<file path="config.mk">
export PLATFORM = sky130hd
export DESIGN_NAME = hms_time_counter
export DESIGN_NICKNAME = d
export VERILOG_FILES = /design/src/rtl/clock_pkg.sv /design/src/rtl/mod_counter.sv /design/src/rtl/hms_time_counter.sv
export SDC_FILE = /design/constraint.sdc
export NUM_CORES = 1
export LEC_CHECK = 0
export BUFFER_PORTS_ARGS = -buffer_cell sky130_fd_sc_hd__buf_2
export CAP_MARGIN = 0
export CORE_MARGIN = 4
export CORE_UTILIZATION = 54
export DETAILED_ROUTE_END_ITERATION = 10
export PLACE_DENSITY_LB_ADDON = 0.15
export SLEW_MARGIN = 20
export SYNTH_ARGS = -nofsm -noshare
export SYNTH_HDL_FRONTEND = slang
export SYNTH_SLANG_ARGS = --single-unit
</file>
<file path="constraint.sdc">
create_clock -name clk -period 3.7 [get_ports clk]
set_input_delay 0.74 -clock clk [delete_from_list [all_inputs] [get_ports clk]]
set_output_delay 0.74 -clock clk [all_outputs]
set_load 0.01 [all_outputs]
</file>
<file path="src/rtl/clock_pkg.sv">
// rtl/clock_pkg.sv - shared constants for the alarm clock time datapath
package clock_pkg;

  // Count direction encoding on the dir input
  localparam logic DIR_UP   = 1'b0;
  localparam logic DIR_DOWN = 1'b1;

  // Default moduli and field widths for a 24 h time-of-day counter
  localparam int S_MOD_DEF = 60;
  localparam int M_MOD_DEF = 60;
  localparam int H_MOD_DEF = 24;
  localparam int S_W_DEF   = 6;
  localparam int M_W_DEF   = 6;
  localparam int H_W_DEF   = 5;

endpackage

</file>
<file path="src/rtl/mod_counter.sv">
// rtl/mod_counter.sv - modulo up/down counter stage with terminal-count output
module mod_counter
  import clock_pkg::*;
#(
  parameter int MOD = 60,
  parameter int W   = 6
) (
  input  logic         clk,
  input  logic         rst,
  input  logic         en,
  input  logic         dn,
  input  logic         ld,
  input  logic [W-1:0] d,
  output logic [W-1:0] q,
  output logic         tc
);

  localparam logic [W-1:0] L_MAX = W'(MOD - 1);
  localparam logic [W-1:0] L_ONE = W'(1);

  logic [W-1:0] r_q;

  // Load has priority over counting; count wraps exactly at 0 / MOD-1
  always_ff @(posedge clk or posedge rst) begin
    if (rst) begin
      r_q <= '0;
    end else if (ld) begin
      r_q <= d;
    end else if (en) begin
      if (dn == DIR_DOWN) begin
        r_q <= (r_q == '0) ? L_MAX : r_q - L_ONE;
      end else begin
        r_q <= (r_q == L_MAX) ? '0 : r_q + L_ONE;
      end
    end
  end

  assign q  = r_q;
  // Terminal count: this stage wraps on the current enable, so the next stage steps
  assign tc = en & ((dn == DIR_DOWN) ? (r_q == '0) : (r_q == L_MAX));

endmodule

</file>
<file path="src/rtl/hms_time_counter.sv">
// rtl/hms_time_counter.sv - cascaded hh:mm:ss up/down counter with load and set buttons
module hms_time_counter
  import clock_pkg::*;
#(
  parameter int S_MOD     = S_MOD_DEF,
  parameter int M_MOD     = M_MOD_DEF,
  parameter int H_MOD     = H_MOD_DEF,
  parameter int S_W       = S_W_DEF,
  parameter int M_W       = M_W_DEF,
  parameter int H_W       = H_W_DEF,
  parameter bit STOP_AT_0 = 1'b1
) (
  input  logic           clk,
  input  logic           rst,
  input  logic           tick,
  input  logic           run,
  input  logic           dir,
  input  logic           load,
  input  logic [H_W-1:0] ld_h,
  input  logic [M_W-1:0] ld_m,
  input  logic [S_W-1:0] ld_s,
  input  logic           inc_m,
  input  logic           inc_h,
  output logic [H_W-1:0] hr,
  output logic [M_W-1:0] mn,
  output logic [S_W-1:0] sec,
  output logic           min_wrap,
  output logic           hr_wrap,
  output logic           day_wrap,
  output logic           zero,
  output logic           zero_hit,
  output logic           load_err
);

  localparam logic [S_W-1:0] L_S_ONE = S_W'(1);

  logic [H_W-1:0] w_hr;
  logic [M_W-1:0] w_mn;
  logic [S_W-1:0] w_sec;
  logic           w_tc_s, w_tc_m, w_tc_h;
  logic           w_ld_ok, w_ld_go, w_inc, w_do_inc, w_do_tick, w_hold_zero, w_dn;
  logic           w_en_s, w_en_m, w_en_h, w_ld_sec;
  logic [S_W-1:0] w_d_sec;
  logic           w_zero;

  logic r_min_wrap, r_hr_wrap, r_day_wrap, r_zero_hit, r_load_err;

  assign w_zero      = (w_hr == '0) && (w_mn == '0) && (w_sec == '0);
  assign w_ld_ok     = (int'(ld_s) < S_MOD) && (int'(ld_m) < M_MOD) && (int'(ld_h) < H_MOD);
  assign w_ld_go     = load & w_ld_ok;
  assign w_inc       = inc_m | inc_h;
  // Set buttons only act when no load is present; ticks only when neither is present
  assign w_do_inc    = !load & w_inc;
  assign w_hold_zero = STOP_AT_0 && (dir == DIR_DOWN) && w_zero;
  assign w_do_tick   = !load & !w_inc & tick & run & !w_hold_zero;
  // Set buttons always count up, regardless of dir
  assign w_dn        = w_do_tick & (dir == DIR_DOWN);

  // Seconds step only on ticks; inc_m clears seconds through the load path
  assign w_en_s   = w_do_tick;
  assign w_en_m   = w_do_tick ? w_tc_s : (w_do_inc & inc_m);
  assign w_en_h   = w_do_tick ? w_tc_m : (w_do_inc & inc_h);
  assign w_ld_sec = w_ld_go | (w_do_inc & inc_m);
  assign w_d_sec  = load ? ld_s : '0;

  mod_counter #(.MOD(S_MOD), .W(S_W)) u_sec (
    .clk(clk), .rst(rst), .en(w_en_s), .dn(w_dn), .ld(w_ld_sec), .d(w_d_sec),
    .q(w_sec), .tc(w_tc_s)
  );

  mod_counter #(.MOD(M_MOD), .W(M_W)) u_min (
    .clk(clk), .rst(rst), .en(w_en_m), .dn(w_dn), .ld(w_ld_go), .d(ld_m),
    .q(w_mn), .tc(w_tc_m)
  );

  mod_counter #(.MOD(H_MOD), .W(H_W)) u_hr (
    .clk(clk), .rst(rst), .en(w_en_h), .dn(w_dn), .ld(w_ld_go), .d(ld_h),
    .q(w_hr), .tc(w_tc_h)
  );

  // Event pulses registered alongside the count so they line up with the new value
  always_ff @(posedge clk or posedge rst) begin
    if (rst) begin
      r_min_wrap <= 1'b0;
      r_hr_wrap  <= 1'b0;
      r_day_wrap <= 1'b0;
      r_zero_hit <= 1'b0;
      r_load_err <= 1'b0;
    end else begin
      r_min_wrap <= w_do_tick & w_tc_s;
      r_hr_wrap  <= w_do_tick & w_tc_m;
      r_day_wrap <= w_do_tick & w_tc_h;
      r_zero_hit <= w_dn && (w_hr == '0) && (w_mn == '0) && (w_sec == L_S_ONE);
      r_load_err <= load & !w_ld_ok;
    end
  end

  assign hr       = w_hr;
  assign mn       = w_mn;
  assign sec      = w_sec;
  assign zero     = w_zero;
  assign min_wrap = r_min_wrap;
  assign hr_wrap  = r_hr_wrap;
  assign day_wrap = r_day_wrap;
  assign zero_hit = r_zero_hit;
  assign load_err = r_load_err;

endmodule
</file>
# Word level (Yosys, flattened, before mapping)
# Cells that the tools add are included.
dict set report op_classes {
  mux 21
  magnitude_cmp 3
  eq_ne 4
  bitwise 18
  reduce_logical 18
  add_sub_neg 6
}
# operator count
set op_table {}
lappend op_table {{6-bit 2-to-1 mux} 11}
lappend op_table {{5-bit 2-to-1 mux} 5}
lappend op_table {{1-bit AND} 16}
lappend op_table {{6-bit by 1-bit adder with 6-bit output (second input constant)} 2}
lappend op_table {{6-bit == test (second input constant)} 2}
lappend op_table {{6-bit zero test} 2}
lappend op_table {{6-bit < comparator (second input constant)} 2}
lappend op_table {{6-bit by 1-bit subtractor with 6-bit output (second input constant)} 2}
lappend op_table {{1-bit logical AND} 8}
lappend op_table {{6-bit by 1-bit == test with 1-bit output (second input constant)} 1}
lappend op_table {{2-bit nonzero test} 3}
lappend op_table {{5-bit by 1-bit adder with 5-bit output (second input constant)} 1}
lappend op_table {{5-bit == test (second input constant)} 1}
lappend op_table {{5-bit zero test} 1}
lappend op_table {{5-bit < comparator (second input constant)} 1}
lappend op_table {{1-bit 2-to-1 mux} 5}
lappend op_table {{5-bit by 1-bit subtractor with 5-bit output (second input constant)} 1}
lappend op_table {{1-bit zero test} 4}
lappend op_table {{1-bit OR} 2}
dict set report totals {
  ff_bits 22
  elab_cells 78
  out_inout_bits 23
  inputBits 25
}

# Depth between registers and ports, before layout
# Gate-level depths: netlist of the first run.
dict set report logic_depth {
  word_depth 14
  mapped_depth 11
  depth_no_buf 8
}

# Cells and area by module
# From an unflattened synthesis of the first run, not the netlist that was laid out.
dict set report hier_totals {
  cells_unflattened 265
  area_unflattened_um2 2173.3
}
# module n_inst area_per_inst_um2 seq_area_each_um2 cells_per_inst
set modules_own_cells {}
lappend modules_own_cells {{mod_counter at u_min ...} 2 664.4 150.1 81}
lappend modules_own_cells {{mod_counter at u_hr} 1 444.2 125.1 53}
lappend modules_own_cells {hms_time_counter 1 400.4 125.1 50}

# Worst setup path before layout of the first run
# Ideal clock, no wire load.
dict set report synth_timing {
  kind {reg2reg}
  startpoint {register u_hr.r_q[0], in the netlist u_hr.q[0]}
  endpoint {register u_hr.r_q[0], in the netlist u_hr.q[0]}
  synth_period_minus_slack_ps 2937
  path_stages_with_launch 11
  setup_slack_ps 763
  t_arrival_ps 2792
  setup_ps 145
  n_path_buf 2
  path_cell_list {dfrtp_1 -> inv_1 -> ha_1 -> or4b_1 -> buf_2 -> or4_4 -> buf_6 -> and2_4 -> or4b_4 -> nand3_1 -> o311ai_1}
}
dict set report synth_via {
  elab_chain_len 13
}
# item line
set synth_lines {}
lappend synth_lines {{start: declaration} mod_counter.sv:21} ;# logic [W-1:0] r_q;
lappend synth_lines {{start signal: assignment} mod_counter.sv:31} ;# r_q <= (r_q == '0) ? L_MAX : r_q - L_ONE;
lappend synth_lines {{start signal: assignment} mod_counter.sv:33} ;# r_q <= (r_q == L_MAX) ? '0 : r_q + L_ONE;
lappend synth_lines {{5-bit zero test} {mod_counter.sv:31, hms_time_counter.sv:48}}
lappend synth_lines {{1-bit logical AND (2 in a row)} hms_time_counter.sv:48} ;# assign w_zero = (w_hr == '0) && (w_mn == '0) && (w_sec == '0);
lappend synth_lines {{1-bit logical AND} hms_time_counter.sv:54} ;# assign w_hold_zero = STOP_AT_0 && (dir == DIR_DOWN) && w_zero;
lappend synth_lines {{1-bit zero test} hms_time_counter.sv:55} ;# assign w_do_tick = !load & !w_inc & tick & run & !w_hold_zero;
lappend synth_lines {{1-bit AND} hms_time_counter.sv:55}
lappend synth_lines {{1-bit AND} hms_time_counter.sv:57} ;# assign w_dn = w_do_tick & (dir == DIR_DOWN);
lappend synth_lines {{1-bit 2-to-1 mux} mod_counter.sv:40} ;# assign tc = en & ((dn == DIR_DOWN) ? (r_q == '0) : (r_q == L_MAX));
lappend synth_lines {{1-bit AND} mod_counter.sv:40}
lappend synth_lines {{1-bit 2-to-1 mux} hms_time_counter.sv:61} ;# assign w_en_m = w_do_tick ? w_tc_s : (w_do_inc & inc_m);
lappend synth_lines {{1-bit AND} mod_counter.sv:40}
lappend synth_lines {{1-bit 2-to-1 mux} hms_time_counter.sv:62} ;# assign w_en_h = w_do_tick ? w_tc_m : (w_do_inc & inc_h);
lappend synth_lines {{2-bit nonzero test (no source line)} -}
# Several ways; a longest one is shown, not always the timed one. The select of a mux whose other input is x is not followed.
# A chain may end at the register's enable or synchronous reset.

# Worst setup path after layout of the first run
# Same ends and word-level chain as after synthesis.

==> results.cfg, run 1 <==
[pwr]
clockPowerShare_pct = 25.8
power.share.sequential_pct = 39.0
switching_share_pct = 37.9
p_sw_w = 0.000340
p_comb_share_pct = 35.2
irDropWorstVdd_uv = 197
power_density_nw_per_um2 = 393
p_int_w = 0.000557
power_leakage_nw = 1.02
finalPower_w = 0.000897

[synthesis]
synth_cells = 260
synth_edf_count = 0
synth_area_sq_um = 1970
synth_seq_cells = 22
seq_area_frac_synth_pct = 27.9
synth_ff_type = dfrtp_1
syn_avg_cell_area_sq_um = 7.59
synthArstFlopShare_pct = 100
syn_nets = 295
synth_top_area_share_pct = 27.9
synth.area.top_cells = dfrtp_1, ha_1, nand2_1, nor2_1, a21oi_1
synth_largest_area_cell = dfrtp_1
synth-warning-count = 0
synth_cell_types = 53

[cts]
cts_tree = yes
clockBufferDepth = 2
h-tree-depth = 1
cts.sinks = 22
insertion_delay_ns = 0.27
cts_resized = 0
cts_root_buf = clkbuf_8
clk_pin_slew_ns = 0.09
hold_buffers = 0
post_cts_buffers = 0
cts_buffers = 3

[global_routing]
grt_pass1_wl_um = 8680
grt_max_degree = 23
antenna_found_initial = 0
grt_pass1_vias = 1815
grt-ovfl-total = 0
track_usage_pct = 24.4

[setup_path]
critPathCaptureType = flip-flop
slowest_delay_ns = 0.64
critPathTopFamily = simple AND/OR/NAND/NOR gates
critPathBufInv = 1
slowest_stage = or4_4
cp.required_ns = 3.83
worstSetupPathType = reg2reg
crit_chain = inv_1, ha_1, or4b_1, or4_4, and2_4, or4b_4, nand3_1, o311ai_1
arrival_ns = 3.26
crit_fanout = 13
start_kind = flip-flop

[place]
port_buffers = 47
dp_hpwl_um = 4020
gp_congestion = 0.928

[floorplanning]
core_area_sq_um = 3440
fp.dieW_um = 68.5
die_h_um = 68.5
io_pins = 48
start_util_pct = 57.4
die_area_sq_um = 4690
rows = 21

[final_layout]
syn_to_final_growth_pct = 15.6
nFillCells = 314
nets = 333
seq_area_sq_um = 551
n_antenna_cell = 0
multi_input_area_sq_um = 1300
final_layout_size_suffix_gt1_share_pct = 20.5

[timing]
fin_worst_skew_ns = 0.00791
post-route-period-util_pct = 84.5
drv_slew = 0
fin_crit_ns = 3.13
finalHoldViolCount = 0
tns_ns = 0
max_slew.worst_pin.slew_ns = 0.854
relSlewSlack_pct = 43.0
rsz0062_at_grt = no
setup_viol_count_final = 0
fmax_mhz = 320

[detailed_routing]
via_count = 2161
ant_nets = 0
drt_iter0_drc = 204
wirelength_um = 5450
drc = 0
vias_per_cell = 6.30
drt_first_pass_iters = 5
avgRoutedWirePerCell_um = 15.9

[run]
maxCapViolCount = 0

[worst_hold_path]
hold_path.class = in2async

[outcome]
status = completed
## power groups by stage
stage	clock (W)	combinational, W	sequential, W
global placement	0	0.000310	0.000350
CTS	0.000231	0.000315	0.000348
floorplan	0	0.000242	0.000326
finish	0.000231	0.000316	0.000350
detailed placement	0	0.000313	0.000353
global route	0.000240	0.000357	0.000359
## worst paths after layout
kind	start	end	slack, ns	depth (start not counted)
setup / recovery	u_hr.q[0]	u_hr.q[0]	0.57	8
hold / removal	rst	u_hr.q[2]	0.63	2
setup reg to reg	u_hr.q[0]	u_hr.q[0]	0.57	8
hold reg to reg	u_min.q[1]	u_min.q[1]	0.64	2
max in group asynchronous	rst	u_sec.q[2]	2.54	2
min in group clk	u_min.q[1]	u_min.q[1]	0.64	2
## layout make-up
cell class              instances  share of cell area (%)
clock buffers                   3                    1.81
clock inverters                 1                    1.32
inverters                      10                    1.64
multi-input cells             210                    57.0
flip-flops and latches         22                    24.1
well taps                      46                    2.52
repair buffers                 51                    11.6
## synthesized netlist by cell type, drive strengths merged (3+ instances only)
cell type  number
a21oi          17
a31oi           7
a32oi           3
and3            7
buf             5
clkbuf         13
dfrtp          22
ha             10
inv            10
mux2i           3
nand2          29
nand3          13
nand3b          3
nand4           6
nor2           24
nor3           14
nor4            3
o211ai          8
o21ai          13
o311ai          4
o31ai           3
or3             6
or4             4
## metrics by stage
| step | area, sq um | std cells | hold WS [ns] | worst slack (ns) | util [%] |
|---|---|---|---|---|---|
| after floorplan | 1970 | 260 | 0.632 | 0.763 | - |
| after global placement | 2210 | 339 | 0.629 | 0.687 | 64.2 |
| after detailed placement | 2210 | 339 | 0.629 | 0.628 | 64.2 |
| after CTS | 2280 | 343 | 0.648 | 0.604 | 66.3 |
| after global routing | 2280 | 343 | 0.681 | 0.392 | 66.3 |
| final | 2280 | 343 | 0.627 | 0.573 | 66.3 |
## cells in the final DEF, fill, tap and decap left out, types with 4 or more instances in the layout
master / count
inv_1: 10
dfrtp_1: 22
nor2_1: 24
or3_1: 6
a31oi_1: 7
nand2_1: 28
nand4_1: 6
o21ai_0: 11
nand3_1: 13
buf_4: 4
buf_2: 47
a21oi_1: 17
and3_1: 7
ha_1: 10
o211ai_1: 8
nor3_1: 14
## kinds of logic after synthesis
group,Yosys count,synth area share [%]
xor+xnor,4,1.77
buf+inv,28,6.27
mux,3,1.52
simple gates,122,32.1
flops,22,27.9
compound gates,71,24.1
fa+ha+maj,10,6.34
## registers in the layout, summed over array words and instances, names as in the netlist
register  cells
u_sec.q       6
u_hr.q        5
load_err      1
zero_hit      1
min_wrap      1
u_min.q       6
hr_wrap       1
day_wrap      1
## metal layers
| metal | part of all wire (%) | wire length [um] | GRT usage, % | up-vias |
|---|---|---|---|---|
| met2 | 45 | 2460 | 38.4 | 123 |
| met1 | 44 | 2420 | 34.1 | 981 |
| met4 | 1.3 | 71 | 6.70 | 0 |
| met5 | 0 | 0 | 0 | - |
| li1 | - | - | - | 1047 |
| met3 | 9.1 | 498 | 3.94 | 10 |
No activity file was read; power rests on OpenSTA's default activity.
==> run 2: changes to the inputs <==
- clock period: 3.7 -> 3.2 ns (I/O delays scaled with it)
==> run 2 against run 1 <==
Routed wire length rose by 4.2%. Combinational power grew 41%. Via count up 2.2%. Largest cell class unchanged. Worst setup slack got worse by 0.35 ns. Highest routed layer unchanged. Cell count is 3.2% higher.
==> results.cfg, run 2 (synthesis results as in run 1) <==
[cts]
hold_buffers = 0
insertion_delay_ns = 0.26
cts_buffers = 3
cts.sinks = 22
cts_tree = yes
clockBufferDepth = 2
post_cts_buffers = 0
cts_root_buf = clkbuf_8
clk_pin_slew_ns = 0.08
h-tree-depth = 1

[floorplanning]
io_pins = 48
die_h_um = 68.5
rows = 21
die_area_sq_um = 4690
core_area_sq_um = 3440
start_util_pct = 57.4
fp.dieW_um = 68.5

[timing]
relSlewSlack_pct = 43.2
fmax_mhz = 335
fin_crit_ns = 2.98
fin_worst_skew_ns = 0.00206
rsz0062_at_grt = no
tns_ns = 0
setup_viol_count_final = 0
drv_slew = 0
worst_slack_ns = 0.219
max_slew.worst_pin.slew_ns = 0.850
post-route-period-util_pct = 93.2
finalHoldViolCount = 0

[global_routing]
grt_pass1_vias = 1929
antenna_found_initial = 0
grt_max_degree = 23
grt_pass1_wl_um = 9270
grt-ovfl-total = 0
track_usage_pct = 25.9

[detailed_routing]
wirelength_um = 5670
drt_iter0_drc = 284
ant_nets = 0
drt_first_pass_iters = 5
vias_per_cell = 6.24
drc = 0
via_count = 2209
avgRoutedWirePerCell_um = 16.0

[setup_path]
cp.required_ns = 3.32
crit_fanout = 13
critPathTopFamily = simple AND/OR/NAND/NOR gates
arrival_ns = 3.10
crit_chain = inv_1, ha_1, or4b_1, or4_4, and2_4, or4b_4, nand3_1, o311ai_1
critPathCaptureType = flip-flop
worstSetupPathType = reg2reg
slowest_delay_ns = 0.60
slowest_stage = or4_4
critPathBufInv = 1
start_kind = flip-flop

[place]
dp_cells = 350
gp_congestion = 0.985
dp_hpwl_um = 4310
port_buffers = 47
place_ws_ns = 0.238

[final_layout]
nets = 344
final_layout_size_suffix_gt1_share_pct = 23.4
final_common_cell = buf_2
final_cell_mix = buf_2, nand2_1, nor2_1
n_antenna_cell = 0
syn_to_final_growth_pct = 19.0
stdcell_count = 354

[run]
maxCapViolCount = 0

[pwr]
irDropWorstVdd_uv = 235
power_density_nw_per_um2 = 431
power_leakage_nw = 1.07
finalPower_w = 0.00101

[outcome]
status = completed

[worst_hold_path]
hold_path.class = in2async
run 2: power breakdown:
group,internal (W),total (W),switching (W),leakage [nW]
clock,0.000110,0.000203,0.0000929,0.0288
sequential,0.000316,0.000362,0.0000465,0.274
combinational,0.000187,0.000447,0.000260,0.765
total,0.000613,0.00101,0.000399,1.07
run 2: path summary, 6_finish.rpt:
check	start	to	slack [ns]	depth (start not counted)
max	u_hr.q[0]	u_hr.q[0]	0.22	8
min	rst	u_min.q[2]	0.54	2
max reg2reg	u_hr.q[0]	u_hr.q[0]	0.22	8
min reg2reg	u_min.q[1]	u_min.q[1]	0.64	2
max in group asynchronous	rst	u_hr.q[1]	2.14	2
min in group clk	ld_m[0]	u_min.q[0]	0.58	3
run 2: area by class of cell:
cell class / instances / area [sq um]
Fill cell: 290 / 1090
Clock buffer: 4 / 55.1
Multi-Input combinational cell: 210 / 1300
Timing Repair Buffer: 62 / 348
Inverter: 10 / 37.5
Tap cell: 46 / 57.6
Sequential cell: 22 / 551
run 2: repair_timing:
| item | in CTS | in global routing |
|---|---|---|
| setup endpoints to repair | 0 | 1 |
| endpoints found under the hold margin | 0 | 0 |
| resized for setup | 0 | 1 |
run 2: metrics by stage:
stage	instance area [sq um]	hold slack (ns)	utilization (%)
2_1_floorplan	1970	0.629	-
3_3_place_gp	2290	0.630	66.6
3_5_place_dp	2290	0.627	66.6
4_1_cts	2350	0.565	68.2
5_1_grt	2350	0.571	68.3
6_report	2350	0.536	68.3
run 2: routing by layer:
| layer | track usage, % | routed length (um) | vias up |
|---|---|---|---|
| met5 | 0 | 0 | - |
| met3 | 5.09 | 590 | 4 |
| li1 | - | - | 1073 |
| met4 | 4.96 | 41 | 0 |
| met2 | 42.3 | 2650 | 134 |
| met1 | 35.4 | 2390 | 998 |
